### config.mk
export PLATFORM = sky130hd
export DESIGN_NAME = rst_sequencer
export DESIGN_NICKNAME = d
export VERILOG_FILES = /design/src/rtl/rst_seq_pkg.sv /design/src/rtl/rst_sequencer.sv
export SDC_FILE = /design/constraint.sdc
export NUM_CORES = 1
export LEC_CHECK = 0
export CORE_AREA = 2 2 41 43
export DETAILED_ROUTE_END_ITERATION = 8
export DIE_AREA = 0 0 43 45
export PLACE_DENSITY = 0.69
export SLEW_MARGIN = 20
export SYNTH_ARGS = -nofsm -noshare
export SYNTH_HDL_FRONTEND = slang
export SYNTH_SLANG_ARGS = --single-unit
### constraint.sdc
create_clock -name clk -period 1.5 [get_ports clk]
set_clock_uncertainty 0.15 [all_clocks]
set_input_delay 0.45 -clock clk [delete_from_list [all_inputs] [get_ports clk]]
set_output_delay 0.45 -clock clk [all_outputs]
set_load 0.01 [all_outputs]
### src/rtl/rst_seq_pkg.sv
// Shared types and helpers for the reset sequencer.
// Holds the FSM state encoding and a lowest-set-bit helper.
package rst_seq_pkg;

    localparam int MAX_DOMAINS = 8;

    typedef enum logic [1:0] {
        HOLD,
        RELEASE,
        IDLE
    } rst_seq_state_t;

    // One-hot of the lowest set bit of v (zero when v is zero).
    function automatic logic [MAX_DOMAINS-1:0] lowest_set_idx(
        input logic [MAX_DOMAINS-1:0] v
    );
        return v & (~v + {{(MAX_DOMAINS-1){1'b0}}, 1'b1});
    endfunction

endpackage

### src/rtl/rst_sequencer.sv
// Reset sequencer: holds N_DOMAINS resets, releases them in ascending
// order with a programmable gap, optional cascading, sticky cause flags.
// Ports:
//   clk          system clock
//   rstn_i       synchronous active-low reset
//   rst_req_i    per-domain active-high reset request (level)
//   cause_clr_i  one-cycle pulse clearing rst_cause_o
//   rstn_o       registered active-low domain resets
//   busy_o       high while any domain is held or pending release
//   rst_cause_o  sticky per-domain request-caused-reset flags
module rst_sequencer
    import rst_seq_pkg::*;
#(
    parameter int N_DOMAINS   = 2,
    parameter int HOLD_CYCLES = 16,
    parameter int GAP_CYCLES  = 4,
    parameter int CASCADE     = 1
) (
    input  logic                 clk,
    input  logic                 rstn_i,
    input  logic [N_DOMAINS-1:0] rst_req_i,
    input  logic                 cause_clr_i,
    output logic [N_DOMAINS-1:0] rstn_o,
    output logic                 busy_o,
    output logic [N_DOMAINS-1:0] rst_cause_o
);

    localparam int CNT_MAX =
        (HOLD_CYCLES > GAP_CYCLES) ? HOLD_CYCLES : GAP_CYCLES;
    localparam int CNT_W = $clog2(CNT_MAX + 1);

    // The first edge with all requests low already counts, so the hold
    // terminal count sits one above HOLD_CYCLES-1. This gives a release
    // HOLD_CYCLES edges after that first low edge and a minimum low pulse
    // of HOLD_CYCLES+1 cycles.
    localparam logic [CNT_W-1:0] HOLD_END = CNT_W'(HOLD_CYCLES);
    localparam logic [CNT_W-1:0] GAP_END  = CNT_W'(GAP_CYCLES - 1);

    rst_seq_state_t       state_q, state_d;
    logic [N_DOMAINS-1:0] p_q, p_d;
    logic [N_DOMAINS-1:0] cause_q, cause_d;
    logic [CNT_W-1:0]     cnt_q, cnt_d;
    logic                 busy_q, busy_d;

    logic [N_DOMAINS-1:0]   casc_mask;
    logic [N_DOMAINS-1:0]   req_mask;
    logic                   req_any;
    logic [MAX_DOMAINS-1:0] p_wide;
    logic [MAX_DOMAINS-1:0] low_wide;
    logic [N_DOMAINS-1:0]   p_clr;

    // Cascade: every bit at or above the lowest requested bit.
    always_comb begin
        logic acc;
        acc       = 1'b0;
        casc_mask = '0;
        for (int i = 0; i < N_DOMAINS; i++) begin
            acc          = acc | rst_req_i[i];
            casc_mask[i] = acc;
        end
    end

    assign req_mask = (CASCADE != 0) ? casc_mask : rst_req_i;
    assign req_any  = |rst_req_i;

    assign p_wide   = MAX_DOMAINS'(p_q);
    assign low_wide = lowest_set_idx(p_wide);
    assign p_clr    = p_q & ~low_wide[N_DOMAINS-1:0];

    always_comb begin
        state_d = state_q;
        p_d     = p_q;
        cnt_d   = cnt_q;
        cause_d = cause_clr_i ? '0 : cause_q;

        if (req_any) begin
            // Any request (re)starts the hold from every state.
            p_d     = p_q | req_mask;
            cause_d = cause_d | req_mask;
            cnt_d   = '0;
            state_d = HOLD;
        end else begin
            unique case (state_q)
                HOLD: begin
                    if (cnt_q == HOLD_END) begin
                        p_d     = p_clr;
                        cnt_d   = '0;
                        state_d = (p_clr == '0) ? IDLE : RELEASE;
                    end else begin
                        cnt_d = cnt_q + CNT_W'(1);
                    end
                end
                RELEASE: begin
                    if (cnt_q == GAP_END) begin
                        p_d   = p_clr;
                        cnt_d = '0;
                        if (p_clr == '0) begin
                            state_d = IDLE;
                        end
                    end else begin
                        cnt_d = cnt_q + CNT_W'(1);
                    end
                end
                IDLE: begin
                end
                default: begin
                    state_d = HOLD;
                    p_d     = '1;
                    cnt_d   = '0;
                end
            endcase
        end

        // Busy is its own flop so it cannot glitch on multi-bit state changes.
        busy_d = (state_d != IDLE);
    end

    always_ff @(posedge clk) begin
        if (!rstn_i) begin
            state_q <= HOLD;
            p_q     <= '1;
            cnt_q   <= '0;
            cause_q <= '0;
            busy_q  <= 1'b1;
        end else begin
            state_q <= state_d;
            p_q     <= p_d;
            cnt_q   <= cnt_d;
            cause_q <= cause_d;
            busy_q  <= busy_d;
        end
    end

    assign rstn_o      = ~p_q;
    assign busy_o      = busy_q;
    assign rst_cause_o = cause_q;

endmodule

# Yosys cells after proc, flatten, opt, wreduce, memory -nomap -nowiden
# Cells that the tools add are included.
# totals
latch_bits	0
wordCells	44
inputBits	5
mem_bits_rw	0
regBits	12
romBits	0
output_inout_bits	5
n_memories	0
# op_classes
muxes	15
n_addsub	2
bitwise_logic	9
reduce_logical	5
n_lt_le_gt_ge	0
multipliers	0
n_shift	0
eq_ne	8
div	0
# ops
operator	count
2-bit 2-to-1 mux	10
5-bit one-hot mux with 3 select lines	1
2-bit one-hot mux with 3 select lines	2
5-bit 2-to-1 mux	2
3-bit inequality test, second input constant	2
2-bit NOT	3
5-bit by 1-bit adder with 5-bit output, second input constant	1
5-bit by 2-bit equality test with 1-bit output, second input constant	1
5-bit equality test, second input constant	1
2-bit AND	2
2-bit zero test	2
2-bit inequality test, second input constant	2
2-bit bitwise OR	2
3-bit AND reduction	1
3-bit OR reduction	1
2-bit by 1-bit adder with 2-bit output, second input constant	1
2-bit by 1-bit equality test with 1-bit output, second input constant	1
2-bit equality test, second input constant	1
2-bit OR reduction	1
1-bit NOT	1
1-bit bitwise OR	1

# Depth between registers and ports, before layout
# Gate-level depths: netlist of the first run.
# depth
depth_word	11
ltp_mapped	5
depth_no_buf	5

# Least setup slack after synthesis of the first run
# No wires, ideal clock.
# synth_timing
kind	input to register
start	input port rst_req_i[1]
end	register p_q[1]
n_path_buf	1
stages	4
slack_ns	0.010
required_ns	1.220
arrival_time_ns	1.211
cell_sequence	or3b_1 buf_4 a211oi_2 a21oi_1
# synth_via
elab_chain_cells	3
word_cells_on_any_way	8
cone_classes	eq/ne: 3; mux: 1; bitwise: 2; reduce/logical: 2
# synth_rtl
item	line_no	rtl
start: declaration	rst_sequencer.sv:21	input logic [N_DOMAINS-1:0] rst_req_i,
2-bit OR reduction / 1-bit bitwise OR (equally long branches)	rst_sequencer.sv:64, rst_sequencer.sv:58	
3-bit inequality test (no line) (tied with other cells)	n/a	
3-bit AND reduction (no line) / 2-bit 2-to-1 mux (equally long branches)	n/a	
end signal: assignment	rst_sequencer.sv:127	p_q <= p_d;
end: declaration	rst_sequencer.sv:40	logic [N_DOMAINS-1:0] p_q, p_d;
# Several ways; a longest one is shown, not always the timed one.
# A chain may end at the register's enable or synchronous reset.

# Worst setup path in the final report of the first run
# layout_timing
start	register cnt_q[0]
end	register p_q[0]
# layout_via
elab_chain_cells	3
word_cells_on_any_way	5
cone_classes	eq/ne: 4; reduce/logical: 1
# layout_rtl
item	line_no	rtl
start: declaration	rst_sequencer.sv:42	logic [CNT_W-1:0] cnt_q, cnt_d;
start signal: assignment	rst_sequencer.sv:128	cnt_q <= cnt_d;
5-bit by 2-bit equality test with 1-bit output / 5-bit equality test (equally long branches)	rst_sequencer.sv:94, rst_sequencer.sv:85	
3-bit inequality test (no line)	n/a	
3-bit AND reduction (no line) (*)	n/a	
# Mark *: on every way between the ends. The rest lies on a longest branch, timed or not.

==> results of run 1 <==
per-layer routing:
| metal | GRT usage [%] | share of wire, % | vias up |
|---|---|---|---|
| li1 | - | - | 313 |
| met1 | 21.48 | 44 | 307 |
| met2 | 33.33 | 51 | 21 |
| met3 | 4.000 | 5.4 | 0 |
| met4 | 6.061 | 0 | 0 |
| met5 | 0 | 0 | - |
power groups by stage:
stage               Clock [mW]  Combinational (mW)  Sequential, mW
CTS                      0.261              0.0508           0.326
detailed placement           0              0.0516           0.334
global route             0.273              0.0616           0.327
global placement             0              0.0508           0.334
finish                   0.258              0.0568           0.326
floorplan                    0              0.0168           0.336
synthesized netlist by cell type, drive strengths merged:
master and count:
a31oi 3, o31a 1, a211o 1, nand4 1, o21bai 1, a21oi 4, o22ai 1, buf 2
dfxtp 12, nor2b 5, clkbuf 1, or3b 1, nand3b 4, or3 2, inv 4, a211oi 3
nor4bb 1, o2111ai 1, nand3 3, nand4bb 1, o21a 1, nand2b 3, nor3 1, nor2 2
o21ai 4, o311ai 1, o21ba 1, nor3b 1, nand2 3, ha 2
sequential cells by signal, indices dropped and copies added (netlist names):
name	flops
busy_o	1
state_q	2
p_q	2
rst_cause_o	2
cnt_q	5
cells by family (layout without fill, tap and decap cells):
logic type                 Yosys count  after routing
DFF                                 12             12
buffers and inverters                7             34
and+or+nand+nor                     28             28
adders and majority gates            2              2
AOI/OAI and AO/OA                   22             22
area by class of cell:
cell class              instances  area (um^2)  share of cell area, %
clock buffers                   4        36.28                  3.816
repair buffers                 26        206.4                  21.71
flip-flops and latches         12        249.0                  26.18
inverters                       4        17.52                  1.842
multi-input cells              52        421.7                  44.34
well taps                      16        20.02                  2.105
repair_timing:
action,CTS,global route
setup buffers,1,2
resized for setup,15,22
cloned,0,0
pin swaps,2,4
setup endpoints to repair,14,13
worst max-delay path by stage:
stage                     startpoint               endpoint  depth (start not counted)
2_1_floorplan           rst_req_i[1]    p_q[1]$_SDFFE_PN1P_                          4
3_3_place_gp                  rstn_i  cnt_q[0]$_SDFFE_PP0P_                          4
3_5_place_dp                  rstn_i  cnt_q[0]$_SDFFE_PP0P_                          4
4_1_cts          p_q[1]$_SDFFE_PN1P_              rstn_o[1]                          2
5_1_grt        cnt_q[0]$_SDFFE_PP0P_    p_q[0]$_SDFFE_PN1P_                          5
6_report       cnt_q[0]$_SDFFE_PP0P_    p_q[0]$_SDFFE_PN1P_                          5
worst reg2reg max path, stage by stage (launching register included):
cell	delay, ns
dfxtp_4	0.37
inv_4	0.06
ha_4	0.13
nand3b_1	0.17
a211oi_4	0.37
o2111ai_2	0.15
==> results.py, run 1 <==
metrics = {
    "power_and_ir_drop": {
        "switching_share_pct": 21.23,
        "p_clk_share_pct": 40.3,
        "power_uw": 641.4,
        "p_leak_nw": 0.3702,
        "ir_drop_uv": 528.7,
        "seq_power_share_pct": 50.9,
        "p_int_uw": 505.2,
        "powerDensity_mw_per_mm2": 674.5,
        "p_comb_share_pct": 8.9,
        "p_switching_uw": 136.2,
    },
    "sta": {
        "max_slew.worst_pin.slew_ns": 0.2592,
        "fmax_mhz": 657.4,
        "setup_viol": 2,
        "holdWs_ns": 0.3721,
        "hold_violations": 0,
        "rsz0062_at_grt": "yes",
        "period_minus_slack_ns": 1.521,
        "period_share_pct": 101.4,
        "setup_tns_ns": -0.03164,
        "slew_violations": 0,
        "setup_ws_ns": -0.02104,
        "relSlewSlack_pct": 82.47,
    },
    "logic_synthesis": {
        "yosys_register_bits": 12,
        "synth_area_leader_cell": "dfxtp_1",
        "syn-num-nets": 78,
        "syn_area_um2": 635.6,
        "synth.distinct_cells": 33,
        "synthTopCellsByArea": "dfxtp_1 (38%), nor2b_1 (4.9%), nand3b_1 (4.7%), a211oi_2 (3.9%), ha_1 (3.9%)",
        "yosysSeqAreaShare_pct": 37.80,
        "synth_top_family_by_area": "simple AND/OR/NAND/NOR gates",
        "synthCells": 71,
        "muxShareOfSynthArea_pct": 0,
        "synth-adder-area-share_pct": 3.937,
        "avgSynthCellArea_um2": 8.952,
        "yosys.area_share.simple_pct": 27.56,
        "synthXorXnorAreaFrac_pct": 0,
        "ys.warnings.count": 0,
        "synth_top_area_share_pct": 37.80,
        "synth_compound_area_share_pct": 25.79,
    },
    "critical_path": {
        "cp_top_family": "compound AO/OA/AOI/OAI gates",
        "reg2reg_to": "p_q[0]$_SDFFE_PN1P_",
        "reg2reg_setup_slack_ns": -0.02,
        "worstPathRequired_ns": 1.49,
        "reg2reg_depth": 5,
        "path_class": "flop to flop",
        "worstPathCellList": "inv_4 -> ha_4 -> nand3b_1 -> a211oi_4 -> o2111ai_2",
        "cp.buffers_inverters": 1,
        "slowest_delay_ns": 0.37,
        "cp.arrival_ns": 1.51,
        "startpoint_type": "flop",
        "critPathSlowestCell": "dfxtp_4",
        "r2r-start": "cnt_q[0]$_SDFFE_PP0P_",
        "cp-end-kind": "flop",
        "worstPathMaxFanout": 5,
    },
    "clock_network": {
        "postCtsHoldBufs": 0,
        "cts_tree": "done",
        "clock_path_buffers": 2,
        "clk-insertion-delay-late_ns": 0.27,
        "cts_sinks": 12,
        "cts-buffers-inserted": 3,
        "cts-root-buf": "clkbuf_4",
        "clk_pin_slew_worst_paths_ns": 0.07,
        "cts_htree_levels": 1,
    },
    "run_status": {
        "violations": "negative setup slack",
        "status": "finished, violations left",
    },
    "placed_design": {
        "dp_cells": 107,
        "hpwl_mm": 1.013,
        "dpl_cell_area_um2": 834.6,
        "dp_slack_ns": -0.5139,
        "portBuffers": 9,
        "place_congestion": 0.7532,
    },
    "detailed_routing": {
        "wl_mm": 1.605,
        "via_per_inst": 5.623,
        "vias": 641,
        "drt_iter0_drc": 13,
        "dr.pass1.iters": 4,
        "wire_per_inst_um": 14.08,
        "route.detailed.drc": 0,
        "final_antenna_net_count": 0,
    },
    "die": {
        "io-pin-count": 10,
        "initial_core_util_pct": 43.20,
        "die_width_um": 43,
        "die_height_um": 45,
        "coreArea_mm2": 0.001471,
        "row_count": 14,
        "dieArea_mm2": 0.001935,
    },
    "global_route": {
        "grt_pass1_vias": 635,
        "grt_pass1_wl_mm": 2.670,
        "antenna_found_initial": 0,
        "gr-usage-all-layers_pct": 18.31,
        "grt_max_degree": 10,
        "overflow": 0,
    },
    "finish": {
        "area_growth_pct": 49.61,
        "nets": 106,
        "final_core_util_pct": 64.63,
        "final_cell_area_um2": 950.9,
        "layout-drive-gt1-share_pct": 42.86,
        "layout_common_cells": "buf_4 (17), dfxtp_1 (7), clkdlybuf4s15_1 (5)",
        "layout_commonest_cell": "buf_4",
        "n_antenna_cell": 0,
        "fillCellCount": 116,
        "fin_cells": 114,
    },
    "worst_hold_path": {
        "hold_start": "rst_req_i[1]",
        "min_path_cells": 3,
        "min_path_type": "input pin to flop",
        "whs_endpoint": "rst_cause_o[1]$_SDFF_PN0_",
    },
    "flow_run": {
        "drv_cap": 0,
    },
}
Power figures use the tool's default switching activity.
==> run 2: changes to the inputs <==
--- a/config.mk
+++ b/config.mk
@@ -9,6 +9,7 @@
 export DETAILED_ROUTE_END_ITERATION = 8
 export DIE_AREA = 0 0 43 45
 export PLACE_DENSITY = 0.69
+export RECOVER_POWER = 100
 export SLEW_MARGIN = 20
 export SYNTH_ARGS = -nofsm -noshare
 export SYNTH_HDL_FRONTEND = slang
==> results.py, run 2 (same netlist as run 1, synthesis figures left out) <==
metrics = {
    "die": {
        "dieArea_mm2": 0.001935,
        "initial_core_util_pct": 43.20,
        "io-pin-count": 10,
        "die_height_um": 45,
        "row_count": 14,
        "die_width_um": 43,
        "coreArea_mm2": 0.001471,
    },
    "critical_path": {
        "critPathSlowestCell": "dfxtp_4",
        "cp-end-kind": "flop",
        "cp_top_family": "compound AO/OA/AOI/OAI gates",
        "worstPathMaxFanout": 5,
        "reg2reg_depth": 5,
        "startpoint_type": "flop",
        "worstPathRequired_ns": 1.49,
        "worstPathCellList": "inv_4 -> ha_4 -> nand3b_1 -> a211oi_4 -> o2111ai_2",
        "crit_cells": 5,
        "cp.buffers_inverters": 1,
        "path_class": "flop to flop",
        "slowest_delay_ns": 0.37,
        "cp.arrival_ns": 1.51,
    },
    "power_and_ir_drop": {
        "p_leak_nw": 0.3697,
        "powerDensity_mw_per_mm2": 671.3,
        "ir_drop_uv": 519.4,
    },
    "global_route": {
        "grt_max_degree": 10,
        "grt_pass1_wl_mm": 2.670,
        "overflow": 0,
        "gr-usage-all-layers_pct": 18.31,
        "antenna_found_initial": 0,
        "grt_pass1_vias": 635,
    },
    "run_status": {
        "violations": "negative setup slack",
        "status": "finished, violations left",
    },
    "sta": {
        "slew_violations": 0,
        "setup_ws_ns": -0.01897,
        "setup_viol": 2,
        "period_share_pct": 101.3,
        "fmax_mhz": 658.3,
        "max_slew.worst_pin.slew_ns": 0.2597,
        "hold_violations": 0,
        "rsz0062_at_grt": "yes",
        "period_minus_slack_ns": 1.519,
        "relSlewSlack_pct": 82.44,
    },
    "detailed_routing": {
        "drt_iter0_drc": 8,
        "wl_mm": 1.615,
        "wire_per_inst_um": 14.17,
        "route.detailed.drc": 0,
        "final_antenna_net_count": 0,
        "vias": 629,
        "via_per_inst": 5.518,
        "dr.pass1.iters": 4,
    },
    "finish": {
        "layout-drive-gt1-share_pct": 41.84,
        "multi_input_area_um2": 419.2,
        "seq_area_um2": 249.0,
        "area_growth_pct": 49.21,
        "fin_cells": 114,
        "nets": 106,
        "top_register": "cnt_q",
        "largest_reg_flops": 5,
        "layout_common_cells": "buf_4 (17), dfxtp_1 (7), clkdlybuf4s15_1 (5)",
        "n_antenna_cell": 0,
        "fillCellCount": 117,
        "layout_commonest_cell": "buf_4",
    },
    "placed_design": {
        "place_congestion": 0.7532,
        "dp_cells": 107,
        "dp_slack_ns": -0.5139,
        "portBuffers": 9,
        "hpwl_mm": 1.013,
    },
    "worst_hold_path": {
        "min_path_cells": 3,
        "min_path_type": "input pin to flop",
    },
    "clock_network": {
        "clk_pin_slew_worst_paths_ns": 0.07,
        "cts_sinks": 12,
        "clock_path_buffers": 2,
        "cts-buffers-inserted": 3,
        "clk-insertion-delay-late_ns": 0.27,
        "cts_htree_levels": 1,
        "cts_tree": "done",
        "cts-root-buf": "clkbuf_4",
    },
    "flow_run": {
        "drv_cap": 0,
    },
}
==> run 2: cell count changes in the layout (fill, tap and decap cells not counted), sizes merged <==
| cell | previous run | this run |
|---|---|---|
| clkdlybuf4s50 | 1 | 0 |
| dlygate4sd3 | 0 | 1 |
==> run 2: final timing paths <==
kind / from / to / slack, ns
hold / removal: rst_req_i[1] / rst_cause_o[1]$_SDFF_PN0_ / 0.37
hold reg to reg: p_q[0]$_SDFFE_PN1P_ / p_q[0]$_SDFFE_PN1P_ / 0.39
setup / recovery: cnt_q[0]$_SDFFE_PP0P_ / p_q[0]$_SDFFE_PN1P_ / -0.02
setup reg to reg: cnt_q[0]$_SDFFE_PP0P_ / p_q[0]$_SDFFE_PN1P_ / -0.02
==> run 2: metrics by stage <==
| step | hold WS (ns) | utilization, % | TNS [ns] | instance area, um^2 | power, mW |
|---|---|---|---|---|---|
| 2_1_floorplan | 0.3379 | - | 0 | 635.6 | 0.3525 |
| 3_3_place_gp | 0.3838 | 56.72 | -3.588 | 834.6 | 0.3848 |
| 3_5_place_dp | 0.3863 | 56.72 | -3.878 | 834.6 | 0.3856 |
| 4_1_cts | 0.3987 | 60.20 | 0 | 885.9 | 0.6384 |
| 5_1_grt | 0.3849 | 64.46 | -0.2041 | 948.4 | 0.6602 |
| 6_report | 0.3651 | 64.46 | -0.02502 | 948.4 | 0.6367 |
==> run 2: final cells by class <==
class                      count  share of cell area (%)
clock buffer                   4                   3.826
inverter                       4                   1.847
multi-input combinational     52                   44.20
sequential                    12                   26.25
tap                           16                   2.111
timing repair buffer          26                   21.77
==> run 2: worst reg2reg max path: stages, from the launching register on <==
cell,delay [ns]
dfxtp_4,0.37
inv_4,0.06
ha_4,0.13
nand3b_1,0.17
a211oi_4,0.37
o2111ai_2,0.15
==> run 2: repair_timing <==
item / CTS / global route
resized for setup: 15 / 22
setup buffers: 1 / 2
endpoints found under the setup margin: 14 / 13
cloned: 0 / 0
pin swaps: 2 / 4
hold buffers: 0 / 0
==> run 2: per-layer routing <==
metal  up-vias  GRT usage [%]  wire, um
met5         -              0         0
met1       303          21.48       753
met4         0          6.061        21
met2        11          33.33       793
met3         2          4.000        46
li1        313              -         -
==> run 2: power by group <==
group,switching (mW),total (mW),leakage (nW),internal [mW]
Clock,0.108,0.255,0.0210,0.147
Sequential,0.00411,0.326,0.0983,0.322
Combinational,0.0211,0.0550,0.250,0.0340
Total,0.133,0.637,0.370,0.504
